==> config.mk <==
export PLATFORM = sky130hd
export DESIGN_NAME = decoder_seq_n_flat
export DESIGN_NICKNAME = d
export VERILOG_FILES = /design/src/rtl/decoder_seq_n_if.sv /design/src/rtl/decoder_seq_n.sv /design/src/flat_wrapper.sv
export SDC_FILE = /design/constraint.sdc
export NUM_CORES = 1
export LEC_CHECK = 0
export BUFFER_PORTS_ARGS = -buffer_cell sky130_fd_sc_hd__buf_2
export CAP_MARGIN = 5
export CORE_ASPECT_RATIO = 1.75
export CORE_UTILIZATION = 50
export CTS_CLUSTER_DIAMETER = 50
export DETAILED_ROUTE_END_ITERATION = 12
export PLACE_DENSITY = 0.72
export SLEW_MARGIN = 20
export SYNTH_ARGS = -nofsm -noshare
export SYNTH_HDL_FRONTEND = slang
export SYNTH_SLANG_ARGS = --single-unit
==> constraint.sdc <==
create_clock -name clk -period 2.5 [get_ports clk]
set_clock_uncertainty 0.15 [all_clocks]
set_input_delay 0.125 -clock clk [delete_from_list [all_inputs] [get_ports clk]]
set_output_delay 0.125 -clock clk [all_outputs]
set_load 0.03 [all_outputs]
==> src/rtl/decoder_seq_n_if.sv <==
// Command/output bundle for decoder_seq_n: valid/ready command port plus the
// registered one-hot output and its status flags.
interface decoder_seq_n_if #(
  parameter int SEL_W   = 3,
  parameter int NUM_OUT = 8,
  parameter int DWELL_W = 8
);
  logic               in_valid;
  logic               in_ready;
  logic [SEL_W-1:0]   sel;
  logic [1:0]         mode;
  logic [DWELL_W-1:0] dwell;
  logic               stop;
  logic [NUM_OUT-1:0] out;
  logic               out_valid;
  logic               busy;
  logic               err;

  modport master (
    output in_valid, sel, mode, dwell, stop,
    input  in_ready, out, out_valid, busy, err
  );

  modport slave (
    input  in_valid, sel, mode, dwell, stop,
    output in_ready, out, out_valid, busy, err
  );
endinterface

==> src/rtl/decoder_seq_n.sv <==
// Registered binary-to-one-hot decoder with DIRECT/PULSE/SCAN/RING modes.
// Define DEC_RANGE_CHK_EN to get a one-cycle err flag on out-of-range commands.
module decoder_seq_n #(
  parameter int SEL_W   = 3,
  parameter int NUM_OUT = 8,
  parameter int DWELL_W = 8
) (
  input logic clk,
  input logic rst,
  decoder_seq_n_if.slave bus
);

  typedef enum logic [1:0] {IDLE, HOLD, PULSE, SCAN} state_t;

  localparam int LAST_I = NUM_OUT - 1;
  localparam logic [SEL_W-1:0] LAST = LAST_I[SEL_W-1:0];

  state_t             state, state_n;
  logic               wrap, wrap_n;
  logic [SEL_W-1:0]   idx, idx_n;
  logic [DWELL_W-1:0] cnt, cnt_n;
  logic [DWELL_W-1:0] dwell_r, dwell_n;
  logic [NUM_OUT-1:0] out_r, out_n;
  logic [NUM_OUT-1:0] sel_oh;
  logic               accept;
  logic               in_range;

  assign bus.in_ready  = (state == IDLE || state == HOLD) && !bus.stop;
  assign bus.busy      = (state == PULSE || state == SCAN);
  assign bus.out       = out_r;
  assign bus.out_valid = |out_r;
  assign accept        = bus.in_valid && bus.in_ready;
  assign in_range      = (bus.sel <= LAST);

  always_comb begin
    sel_oh = '0;
    for (int i = 0; i < NUM_OUT; i++) begin
      sel_oh[i] = (bus.sel == SEL_W'(i));
    end
  end

  always_ff @(posedge clk or posedge rst) begin
    if (rst) begin
      state   <= IDLE;
      wrap    <= 1'b0;
      idx     <= '0;
      cnt     <= '0;
      dwell_r <= '0;
      out_r   <= '0;
    end else begin
      state   <= state_n;
      wrap    <= wrap_n;
      idx     <= idx_n;
      cnt     <= cnt_n;
      dwell_r <= dwell_n;
      out_r   <= out_n;
    end
  end

  // RING is SCAN with wrap set; a step ends when cnt reaches zero.
  always_comb begin
    state_n = state;
    wrap_n  = wrap;
    idx_n   = idx;
    cnt_n   = cnt;
    dwell_n = dwell_r;
    out_n   = out_r;
    case (state)
      IDLE, HOLD: begin
        if (bus.stop) begin
          out_n   = '0;
          state_n = IDLE;
        end else if (accept) begin
          if (!in_range) begin
            out_n   = '0;
            state_n = IDLE;
          end else begin
            out_n   = sel_oh;
            idx_n   = bus.sel;
            cnt_n   = bus.dwell;
            dwell_n = bus.dwell;
            wrap_n  = (bus.mode == 2'b11);
            case (bus.mode)
              2'b00: begin
                state_n = HOLD;
                cnt_n   = '0;
              end
              2'b01:   state_n = PULSE;
              default: state_n = SCAN;
            endcase
          end
        end
      end
      PULSE, SCAN: begin
        if (bus.stop) begin
          out_n   = '0;
          cnt_n   = '0;
          state_n = IDLE;
        end else if (cnt != '0) begin
          cnt_n = cnt - DWELL_W'(1);
        end else if (state == SCAN && idx != LAST) begin
          idx_n = idx + SEL_W'(1);
          out_n = out_r << 1;
          cnt_n = dwell_r;
        end else if (state == SCAN && wrap) begin
          idx_n = '0;
          out_n = NUM_OUT'(1);
          cnt_n = dwell_r;
        end else begin
          out_n   = '0;
          state_n = IDLE;
        end
      end
      default: state_n = IDLE;
    endcase
  end

`ifdef DEC_RANGE_CHK_EN
  logic err_r;

  always_ff @(posedge clk or posedge rst) begin
    if (rst) begin
      err_r <= 1'b0;
    end else begin
      err_r <= accept && !in_range;
    end
  end

  assign bus.err = err_r;
`else
  assign bus.err = 1'b0;
`endif

endmodule

==> src/flat_wrapper.sv <==
// flat-port wrapper written by rule: the top's interface ports become plain ports
module decoder_seq_n_flat 
#(
  parameter int SEL_W   = 3,
  parameter int NUM_OUT = 8,
  parameter int DWELL_W = 8
)
  (clk, rst, bus_in_valid, bus_sel, bus_mode, bus_dwell, bus_stop, bus_in_ready, bus_out, bus_out_valid, bus_busy, bus_err);
  decoder_seq_n_if #(.SEL_W(SEL_W), .NUM_OUT(NUM_OUT), .DWELL_W(DWELL_W)) bus_i ();
  input logic clk;
  input logic rst;
  input wire logic [$bits(bus_i.in_valid)-1:0] bus_in_valid;
  input wire logic [$bits(bus_i.sel)-1:0] bus_sel;
  input wire logic [$bits(bus_i.mode)-1:0] bus_mode;
  input wire logic [$bits(bus_i.dwell)-1:0] bus_dwell;
  input wire logic [$bits(bus_i.stop)-1:0] bus_stop;
  output wire logic [$bits(bus_i.in_ready)-1:0] bus_in_ready;
  output wire logic [$bits(bus_i.out)-1:0] bus_out;
  output wire logic [$bits(bus_i.out_valid)-1:0] bus_out_valid;
  output wire logic [$bits(bus_i.busy)-1:0] bus_busy;
  output wire logic [$bits(bus_i.err)-1:0] bus_err;
  assign bus_i.in_valid = bus_in_valid;
  assign bus_i.sel = bus_sel;
  assign bus_i.mode = bus_mode;
  assign bus_i.dwell = bus_dwell;
  assign bus_i.stop = bus_stop;
  assign bus_in_ready = bus_i.in_ready;
  assign bus_out = bus_i.out;
  assign bus_out_valid = bus_i.out_valid;
  assign bus_busy = bus_i.busy;
  assign bus_err = bus_i.err;
  decoder_seq_n #(.SEL_W(SEL_W), .NUM_OUT(NUM_OUT), .DWELL_W(DWELL_W)) u_core (.clk(clk), .rst(rst), .bus(bus_i));
endmodule
# Yosys cells after proc, flatten, opt, wreduce, memory -nomap -nowiden
# Cells that the tools add are included.
dict set report classes {
  add_sub_neg 2
  n_bitwise 1
  reduce_logical 19
  mux 34
  eq_ne 24
  n_lt_le_gt_ge 1
  mul 0
  n_div 0
  shift 0
}
# operator n
set ops {}
lappend ops {{two-way mux 8 bit} 14}
lappend ops {{case mux 8 bit (2 select lines)} 2}
lappend ops {{two-way mux 3 bit} 7}
lappend ops {{two-way mux 2 bit} 7}
lappend ops {{equality test 3 bit, second input constant} 4}
lappend ops {{inequality test 3 bit, second input constant} 4}
lappend ops {{AND reduction 4 bit} 3}
lappend ops {{case mux 2 bit (2 select lines)} 2}
lappend ops {{nonzero test 8 bit} 1}
lappend ops {{OR reduction 8 bit} 1}
lappend ops {{subtractor 8 x 1 -> 8 bit, second input constant} 1}
lappend ops {{equality test 2 bit, second input constant} 3}
lappend ops {{equality test 3 x 2 -> 1 bit, second input constant} 2}
lappend ops {{inequality test 2 bit, second input constant} 3}
lappend ops {{case mux 3 bit (2 select lines)} 1}
lappend ops {{AND reduction 6 bit} 1}
lappend ops {{inequality test 5 x 2 -> 1 bit, second input constant} 1}
lappend ops {{equality test 2 x 1 -> 1 bit, second input constant} 2}
lappend ops {{logical AND 1 bit} 4}
lappend ops {{logical NOT 2 bit} 2}
lappend ops {{inequality test 2 x 1 -> 1 bit, second input constant} 2}
lappend ops {{OR reduction 2 bit} 2}
lappend ops {{adder 3 x 1 -> 3 bit, second input constant} 1}
lappend ops {{equality test 3 x 1 -> 1 bit, second input constant} 1}
lappend ops {{9 further kinds} 10}
dict set report word_totals {
  n_memories 0
  out_inout_bits 12
  inputBits 17
  mem_bits_rw 0
  ff_bits 30
  romBits 0
  latch_bits 0
}

# Longest topological paths before layout
# Gate-level depths: netlist (run 1).
dict set report logic_depth {
  depth_word 7
  depth_mapped 8
  depth_no_buf 7
}

# Worst setup path after synthesis (run 1)
# No wires, ideal clock.
dict set report synth_timing {
  path_type {flip-flop to flip-flop}
  start {reg u_core.cnt[0]}
  end {reg u_core.idx[0]}
  slack_ns 0.320
  n_path_buf 0
  arrival_ns 1.905
  stages_incl_launch_ff 8
  path_cell_list {dfrtp_1 > inv_1 > ha_1 > or3b_2 > nor2_4 > nand2_1 > o21ai_2 > mux2_2}
}
dict set report synth_between {
  elab_chain_len 3
}
# element line_no
set synth_lines {}
lappend synth_lines {{start: declaration} decoder_seq_n.sv:21} ;# logic [DWELL_W-1:0] cnt, cnt_n;
lappend synth_lines {{start signal: assignment} decoder_seq_n.sv:54} ;# cnt <= cnt_n;
lappend synth_lines {{nonzero test 8 bit} decoder_seq_n.sv:99} ;# end else if (cnt != '0) begin
lappend synth_lines {{inequality test 2 bit (no line)} n/a}
lappend synth_lines {{AND reduction 6 bit (no line)} n/a}
lappend synth_lines {{end signal: assignment} decoder_seq_n.sv:53} ;# idx <= idx_n;
lappend synth_lines {{end: declaration} decoder_seq_n.sv:20} ;# logic [SEL_W-1:0] idx, idx_n;
# Every way passes these cells.
# A chain may end at the register's enable or synchronous reset.

# Worst setup path in the final report (run 1)
# Ends and elaborated chain as after synthesis.

==> out/qor.yml, run 1 <==
num_antenna_cells: 0
timing.final.max_slew_violations: 0
die_y_um: 80.2
area_delta_synth_final_pct: 24.9
cts_buffer_depth: 2
path_class: "reg2reg"
synthCells: 187
clock_sinks: 30
r2r_cells: 7
p_leak_nw: 1.01
grt_overflow_total: 0
crit-reg2reg-launch: "u_core.cnt[0]"
max_stage_delay_ns: 0.53
grt.total_usage_pct: 28.4
avgSynthCellArea_um2: 9.33
globalplace.congestion: 0.928
synth_cell_types: 44
p_per_area_mw_per_mm2: 699
reg2reg_to: "u_core.idx[0]"
numCtsBuffers: 5
synth.most_common_cell: "dfrtp_1"
p_sw_mw: 0.489
fin_area_mm2: 0.00218
max_clock_freq_mhz: 425
post_drt_via_cell_ratio: 5.93
setup_violations: 0
dr.pass1.iters: 5
p_sw_share_pct: 32.1
post_drt_wl_per_cell_um: 16.4
place_area_mm2: 0.00195
clk-insertion-delay-late_ns: 0.29
drt-met1-wl_um: 1670
htreeDepth: 2
postRouteAntennaNets: 0
num_rows: 28
peakVddDrop_v: 0.000559
num_vias: 1649
io_buffer_count: 27
maxCapViolations: 0
slew_headroom_pct: 62.5
seqPwrFrac_pct: 41.5
ys_warn_count: 0
p_int_mw: 1.04
highest_layer: "met4"
synth_ff_type: "dfrtp_1"
worstMarginPinSlew_ns: 0.559
min_delay_worst_endpoint: "u_core.state[1]"
synthArstFlopShare_pct: 100
ys_ff_latch: 30
wl_um: 4570
post_cts_buffers: 0
fin_util_pct: 64.8
syn-num-nets: 208
dp_hpwl_um: 3350
cp_cell_sequence: "inv_1, ha_1, or3b_2, nor2_4, nand2_1, o21ai_2, mux2_2"
pin_count: 29
synth_edf_count: 0
grt_pass1_wl_um: 7510
crit_required_ns: 2.53
worst_setup_path_start_kind: "flip-flop"
worst_ep_arrival_time_ns: 2.39
path_max_fanout: 6
cts_tree: "built"
pwr-share-clk_pct: 32.2
floorplan.initialDensity_pct: 51.9
reg2reg_slack_ns: 0.14
cts_root_buf: "clkbuf_8"
routed-wl-met2_um: 2500
final.min_clock_period_ns: 2.36
synth.cell_area_mm2: 0.00175
hold_violations: 0
hold_path_class: "in2reg"
cpMaxStageDelayCell: "or3b_2"
endpoint_kind: "flip-flop"
grt_max_degree: 31
cts_resized: 0
first_global_vias: 1672
hold_path_depth: 3
drt_iter0_markers: 63
hp-start: "bus_in_valid"
drc_errors: 0
core_mm2: 0.00336
drive_above_1_share_pct: 26.6
p_comb_share_pct: 26.4
antenna_found_initial: 0
fin_setup_tns_ns: 0
synth_area_leader_cell: "dfrtp_1"
synth-seq-area-share_pct: 43.0
die_w_um: 46.7
die_area_mm2: 0.00374
wl_met3_um: 170
layout.nets: 253
synth.top_cell.area_share_pct: 43.0
synth_area_leaders: "dfrtp_1 43%, mux2_2 9.0%, nand2_1 4.9%"
rsz0062_at_grt: "no"
status: "complete, no violations"
finalCritPeriodShare_pct: 94.2
synth_commonest_cells: "30 x dfrtp_1, 23 x nand2_1, 15 x o21ai_0, 14 x mux2_2, 14 x nor2_1"
clk_pin_slew_worst_paths_ns: 0.07
worst max-delay path, delay by kind of cell (launching register included):
family                   cells  cell delay, ns
AO/OA/AOI/OAI                1            0.21
adder cells (fa/ha/maj)      1            0.21
buffers and inverters        1            0.10
flip-flops                   1            0.42
multiplexers                 1            0.35
AND/OR/NAND/NOR              3            0.79
power groups by stage:
stage / Sequential [mW] / Combinational [mW] / Clock, mW
finish: 0.632 / 0.402 / 0.490
global route: 0.640 / 0.443 / 0.525
CTS: 0.629 / 0.401 / 0.496
detailed placement: 0.637 / 0.384 / 0
global placement: 0.631 / 0.375 / 0
floorplan: 0.628 / 0.269 / 0
how the worst max path moves through the flow:
stage	cells past startpoint	slack [ns]	endpoint	startpoint
after CTS	7	0.14	u_core.idx[0]	u_core.cnt[0]
after global routing	7	0.01	u_core.idx[2]	u_core.cnt[0]
after floorplan	7	0.32	u_core.idx[0]	u_core.cnt[0]
after detailed placement	7	0.15	u_core.idx[0]	u_core.cnt[0]
after global placement	7	0.22	u_core.idx[0]	u_core.cnt[0]
final	7	0.14	u_core.idx[0]	u_core.cnt[0]
state kept, by name, summed over array words and instances, names as in the netlist:
register and count:
u_core.bus.out 8, u_core.cnt 8, u_core.dwell_r 8, u_core.idx 3
u_core.state 2, u_core.wrap 1
metrics by stage:
stage	power [mW]	hold slack [ns]	worst slack, ns	instances
global placement	1.01	0.0593	0.224	258
detailed placement	1.02	0.0737	0.152	258
floorplan	0.897	0.0414	0.320	187
finish	1.53	0.0525	0.144	278
CTS	1.53	0.0505	0.137	278
global route	1.61	0.0898	0.0136	278
cell families (layout without fill, tap and decap cells):
logic type	after synthesis	after routing	synth area share [%]
compound gates	60	60	23.7
xor+xnor	1	1	0.502
fa+ha+maj	4	4	2.87
buf+inv	20	66	5.16
flops	30	30	43.0
mux	15	15	9.61
other cells	1	1	0.215
simple gates	56	56	15.0
routing by layer:
metal,vias up,global-route usage (%)
li1,773,-
met3,21,5.17
met4,0,16.0
met5,-,0
met2,55,49.7
met1,800,29.5
area by class of cell:
class,count,area [um2]
well taps,45,56.3
flip-flops and latches,30,751
clock buffers,5,68.8
clock inverters,3,40.0
multi-input cells,137,905
repair buffers,48,323
fillers,283,1180
inverters,10,37.5
layout by cell type, fill, tap and decap left out, types with 5 or more instances in the layout:
cell type and count:
a21oi_1 6, a22oi_1 5, a31oi_1 7, buf_2 27, buf_4 9, clkbuf_8 5
dfrtp_1 30, dlygate4sd3_1 12, inv_1 10, mux2_2 14, nand2_1 23, nor2_1 14
o21ai_0 15
what timing repair did:
| action | CTS | global route |
|---|---|---|
| hold endpoints to repair | 42 | 0 |
| endpoints found under the setup margin | 0 | 2 |
| hold buffers | 12 | 0 |
Power figures use the tool's default switching activity.
==> run 2: changes to the inputs <==
CORE_UTILIZATION = 45   (was 50)
PLACE_DENSITY = 0.66   (was 0.72)
==> run 2 against run 1 <==
  * Power down 7.0%
  * Sequential power about the same
  * Wire length down 4.2%
  * Worst setup slack worse by 0.0066 ns
  * Highest routed layer unchanged
  * Clock power down 19%
  * First-iteration DRC count down 13%
  * Global-route usage down 4.5 points
  * Non-clock buffer count down 3
  * Largest cell class unchanged
  * Register-to-register slack about the same
  * Die area up 11%
  * Combinational power down 3%
  * Critical path type unchanged
  * Critical endpoint is now u_core.idx[2]
==> out/qor.yml, run 2 (same netlist as run 1, synthesis figures left out) <==
p_comb_share_pct: 27.4  # was 26.4%
drc_errors: 0  # unchanged
p_sw_mw: 0.458  # was 0.489 mW
place_inst: 258  # unchanged
layout_common_cells: "30 x dfrtp_1, 27 x buf_2, 23 x nand2_1"  # unchanged
grt_overflow_total: 0  # unchanged
numCtsBuffers: 5  # unchanged
wl_um: 4380  # was 4570 um
cpMaxStageDelayCell: "or3b_2"  # unchanged
post_drt_via_cell_ratio: 5.86  # was 5.93
floorplan.initialDensity_pct: 47.6  # was 51.9%
grt_pass1_wl_um: 7480  # was 7510 um
status: "complete, no violations"  # unchanged
cp_cell_sequence: "inv_1, ha_1, or3b_2, nor2_4, nand2_1, o21ai_2, mux2_2"  # unchanged
antenna_found_initial: 0  # unchanged
peakVddDrop_v: 0.000529  # was 0.000559 V
htreeDepth: 2  # unchanged
setup_violations: 0  # unchanged
grt_max_degree: 31  # unchanged
num_vias: 1617  # was 1649
max_clock_freq_mhz: 423  # was 425 MHz
path_class: "reg2reg"  # unchanged
die_y_um: 84.4  # was 80.2 um
drt_iter0_markers: 55  # was 63
num_antenna_cells: 0  # unchanged
cts_root_buf: "clkbuf_8"  # unchanged
timing.final.max_slew_violations: 0  # unchanged
core_mm2: 0.00366  # was 0.00336 mm2
place_area_mm2: 0.00195  # about the same
p_per_area_mw_per_mm2: 662  # was 699 mW/mm2
die_w_um: 49.1  # was 46.7 um
final.min_clock_period_ns: 2.36  # about the same
stdcell_count: 276  # was 278
worstMarginPinSlew_ns: 0.609  # was 0.559 ns
worst_ep_arrival_time_ns: 2.39  # about the same
first_global_vias: 1677  # was 1672
fin_area_mm2: 0.00214  # was 0.00218 mm2
slew_headroom_pct: 59.2  # was 62.5%
hold_path_class: "in2reg"  # unchanged
post_drt_wl_per_cell_um: 15.9  # was 16.4 um
p_int_mw: 0.960  # was 1.04 mW
endpoint_kind: "flip-flop"  # unchanged
p_sw_share_pct: 32.3  # was 32.1%
globalplace.congestion: 0.897  # was 0.928
clock_sinks: 30  # unchanged
num_rows: 29  # was 28
cts_tree: "built"  # unchanged
maxCapViolations: 0  # unchanged
pin_count: 29  # unchanged
dr.pass1.iters: 4  # was 5
p_leak_nw: 0.985  # was 1.01 nW
final_common_cell: "dfrtp_1"  # unchanged
worst_setup_path_start_kind: "flip-flop"  # unchanged
drive_above_1_share_pct: 26.5  # was 26.6%
path_max_fanout: 6  # unchanged
grt.total_usage_pct: 23.8  # was 28.4%
postRouteAntennaNets: 0  # unchanged
finalCritPeriodShare_pct: 94.5  # was 94.2%
pwr-share-clk_pct: 28.1  # was 32.2%
cts_buffer_depth: 2  # unchanged
clk-insertion-delay-late_ns: 0.28  # was 0.29 ns
hold_violations: 0  # unchanged
layout.nets: 250  # was 253
finalPower_mw: 1.42  # was 1.53 mW
die_area_mm2: 0.00414  # was 0.00374 mm2
seqPwrFrac_pct: 44.5  # was 41.5%
crit_required_ns: 2.52  # was 2.53 ns
area_delta_synth_final_pct: 22.7  # was 24.9%
io_buffer_count: 27  # unchanged
clk_pin_slew_worst_paths_ns: 0.07  # about the same
rsz0062_at_grt: "no"  # unchanged
dp_hpwl_um: 3390  # was 3350 um
max_stage_delay_ns: 0.52  # was 0.53 ns
## run 2: changes by cell type in the layout (fill, tap and decap cells not counted)
cell / previous run / this run
bufinv_16: 1 / 0
clkinv_2: 2 / 1
a211oi_2: 0 / 1
clkbuf_1: 0 / 1
clkbuf_8: 5 / 6
a211oi_1: 1 / 0
buf_4: 9 / 8
dlygate4sd3_1: 12 / 10
## run 2: path summary, 6_finish.rpt
path / endpoint / slack, ns / from / cells past startpoint
setup / recovery: u_core.idx[2] / 0.14 / u_core.cnt[0] / 7
hold / removal: u_core.wrap / 0.004 / bus_mode[1] / 3
setup reg to reg: u_core.idx[2] / 0.14 / u_core.cnt[0] / 7
hold reg to reg: u_core.dwell_r[4] / 0.36 / u_core.dwell_r[4] / 1
max in group asynchronous: u_core.dwell_r[3] / 1.61 / rst / 4
min in group asynchronous: u_core.state[0] / 0.31 / rst / 4
## run 2: metal layers
layer  track usage (%)  up-vias  part of all wire [%]
li1                  -      770                     -
met4              12.0        0                   2.8
met1              24.3      769                    36
met2              45.1       66                    56
met3              3.44       12                   4.4
met5                 0        -                     0
## run 2: metrics by stage
step	TNS (ns)	util, %	setup WS [ns]	hold WS (ns)
floorplan	0	-	0.320	0.0414
global placement	0	53.1	0.131	0.0618
detailed placement	-0.0742	53.1	-0.0324	0.0724
CTS	0	58.5	0.127	0.000277
global route	0	58.5	0.0116	0.0160
finish	0	58.5	0.138	0.00357
## run 2: repair_timing
action | 4_1_cts | 5_1_grt
hold buffers | 10 | 0
gates resized for setup | 1 | 0
setup buffers | 0 | 0
setup endpoints to repair | 3 | 0
endpoints found under the hold margin | 41 | 0
## run 2: critical path, delay by kind of cell, from the launching register on
family	cells	cell delay (ns)
simple gates	3	0.79
buf+inv	1	0.09
fa+ha+maj	1	0.20
flops	1	0.42
compound gates	1	0.24
mux	1	0.36
## run 2: cell type report
| type | count | area (um2) |
|---|---|---|
| Clock inverter | 1 | 5.00 |
| Sequential cell | 30 | 751 |
| Tap cell | 46 | 57.6 |
| Inverter | 10 | 37.5 |
| Fill cell | 333 | 1520 |
| Timing Repair Buffer | 45 | 295 |
| Multi-Input combinational cell | 137 | 910 |
| Clock buffer | 7 | 86.3 |
## run 2: power groups by stage
stage | logic (mW) | registers [mW] | clock network, mW
after floorplan | 0.269 | 0.628 | 0
after global placement | 0.362 | 0.634 | 0
after detailed placement | 0.375 | 0.638 | 0
after CTS | 0.390 | 0.629 | 0.411
after global routing | 0.432 | 0.640 | 0.431
final | 0.389 | 0.631 | 0.398
==> run 3: changes to the inputs <==
ABC_CLOCK_PERIOD_IN_PS = 2500   (was not set)
CORE_MARGIN = 2   (was not set)
CORE_UTILIZATION = 50   (was 45)
PLACE_DENSITY = 0.72   (was 0.66)
==> run 3 against run 2 <==
  * Power increased by 1.1%
  * Largest cell class unchanged
  * Register-to-register slack improved by 0.02 ns
  * Global-route usage increased by 0.44 points
  * First-iteration DRC count increased by 22%
  * Critical path type unchanged
  * Critical endpoint unchanged
==> out/qor.yml, run 3 (same netlist as run 1, synthesis figures left out) <==
endpoint_kind: "flip-flop"  # unchanged
htreeDepth: 2  # unchanged
place_inst: 258  # unchanged
numCtsBuffers: 5  # unchanged
hold_path_class: "in2reg"  # unchanged
timing.final.max_slew_violations: 0  # unchanged
path_class: "reg2reg"  # unchanged
clk_pin_slew_worst_paths_ns: 0.06  # was 0.07 ns
num_rows: 28  # was 29
drive_above_1_share_pct: 27.2  # was 26.5%
cts_root_buf: "clkbuf_8"  # unchanged
grt_pass1_wl_um: 7290  # was 7480 um
p_leak_nw: 1.01  # was 0.985 nW
first_global_vias: 1604  # was 1677
final_common_cell: "dfrtp_1"  # unchanged
area_delta_synth_final_pct: 25.5  # was 22.7%
layout_common_cells: "30 x dfrtp_1, 27 x buf_2, 23 x nand2_1"  # unchanged
maxCapViolations: 0  # unchanged
cts_buffer_depth: 2  # unchanged
num_vias: 1666  # was 1617
path_max_fanout: 5  # was 6
peakVddDrop_v: 0.000478  # was 0.000529 V
drt_iter0_markers: 67  # was 55
max_clock_freq_mhz: 427  # was 423 MHz
io_buffer_count: 27  # unchanged
cts_tree: "built"  # unchanged
fin_setup_tns_ns: 0  # unchanged
antenna_found_initial: 0  # unchanged
layout.nets: 255  # was 250
slew_headroom_pct: 63.0  # was 59.2%
crit_required_ns: 2.52  # about the same
globalplace.congestion: 0.964  # was 0.897
max_stage_delay_ns: 0.52  # about the same
post_drt_via_cell_ratio: 5.95  # was 5.86
setup_violations: 0  # unchanged
drc_errors: 0  # unchanged
n_fill_cell: 303  # was 333
clk-insertion-delay-late_ns: 0.29  # was 0.28 ns
hold_violations: 0  # unchanged
whs_ns: 0.0730  # was 0.00357 ns
pin_count: 29  # unchanged
floorplan.initialDensity_pct: 51.9  # was 47.6%
cpMaxStageDelayCell: "or3b_2"  # unchanged
worst_ep_arrival_time_ns: 2.37  # was 2.39 ns
status: "complete, no violations"  # unchanged
die_area_mm2: 0.00400  # was 0.00414 mm2
p_per_area_mw_per_mm2: 655  # was 662 mW/mm2
clock_sinks: 30  # unchanged
worstMarginPinSlew_ns: 0.554  # was 0.609 ns
grt_overflow_total: 0  # unchanged
finalCritPeriodShare_pct: 93.7  # was 94.5%
core_mm2: 0.00336  # was 0.00366 mm2
grt_max_degree: 31  # unchanged
worst_setup_path_start_kind: "flip-flop"  # unchanged
post_drt_wl_per_cell_um: 15.5  # was 15.9 um
grt.total_usage_pct: 24.2  # was 23.8%
num_antenna_cells: 0  # unchanged
dr.pass1.iters: 4  # unchanged
final.min_clock_period_ns: 2.34  # was 2.36 ns
dp_hpwl_um: 3220  # was 3390 um
rsz0062_at_grt: "no"  # unchanged
cp_cell_sequence: "inv_1, ha_1, or3b_2, nor2_4, nand2_1, o21ai_4, mux2_2"  # was inv_1, ha_1, or3b_2, nor2_4, nand2_1, o21ai_2, mux2_2
finalPower_mw: 1.43  # was 1.42 mW
wl_um: 4330  # was 4380 um
die_y_um: 82.2  # was 84.4 um
stdcell_count: 280  # was 276
postRouteAntennaNets: 0  # unchanged
die_w_um: 48.7  # was 49.1 um
[run 3: critical path: cells and delay by family (launching register included)]
family,cells,cell delay (ns)
mux,1,0.35
simple gates,3,0.80
flops,1,0.41
compound gates,1,0.21
fa+ha+maj,1,0.20
buf+inv,1,0.09
[run 3: layout make-up]
cell class | count | area (um2) | share of cell area [%]
multi-input combinational | 137 | 917 | 41.9
sequential | 30 | 751 | 34.3
timing repair buffer | 50 | 338 | 15.4
clock buffer | 7 | 86.3 | 3.94
tap | 45 | 56.3 | 2.57
inverter | 10 | 37.5 | 1.71
clock inverter | 1 | 5.00 | 0.228
[run 3: final timing paths]
check / startpoint / end / slack [ns] / cells past startpoint
setup / recovery: u_core.cnt[0] / u_core.idx[2] / 0.16 / 7
hold / removal: bus_in_valid / u_core.state[1] / 0.07 / 3
setup reg to reg: u_core.cnt[0] / u_core.idx[2] / 0.16 / 7
hold reg to reg: u_core.dwell_r[4] / u_core.dwell_r[4] / 0.36 / 1
max in group asynchronous: rst / u_core.idx[0] / 1.63 / 4
min in group asynchronous: rst / u_core.cnt[7] / 0.30 / 4
[run 3: stage by stage]
stage | cell area, um2 | utilization, % | setup slack, ns
2_1_floorplan | 1750 | - | 0.320
3_3_place_gp | 1950 | 58.0 | 0.149
3_5_place_dp | 1950 | 58.0 | 0.0464
4_1_cts | 2160 | 64.3 | 0.0399
5_1_grt | 2190 | 65.1 | 0.0248
6_report | 2190 | 65.1 | 0.157
[run 3: report_power, final]
group	internal, mW	switching [mW]	leakage (nW)
clock network	0.222	0.182	0.0482
logic	0.185	0.216	0.586
registers	0.561	0.0677	0.375
total	0.968	0.466	1.01
[run 3: metal layers]
metal / wire length [um] / GRT usage, % / vias to the layer above
met5: 0 / 0 / -
met3: 183 / 3.96 / 18
li1: - / - / 776
met1: 1540 / 24.9 / 818
met4: 194 / 14.3 / 0
met2: 2410 / 46.2 / 54
[run 3: timing repair]
action | 4_1_cts | 5_1_grt
resized for setup | 0 | 2
setup endpoints to repair | 0 | 12
buffers inserted | 0 | 2
endpoints found under the hold margin | 42 | 0
hold buffers | 12 | 0
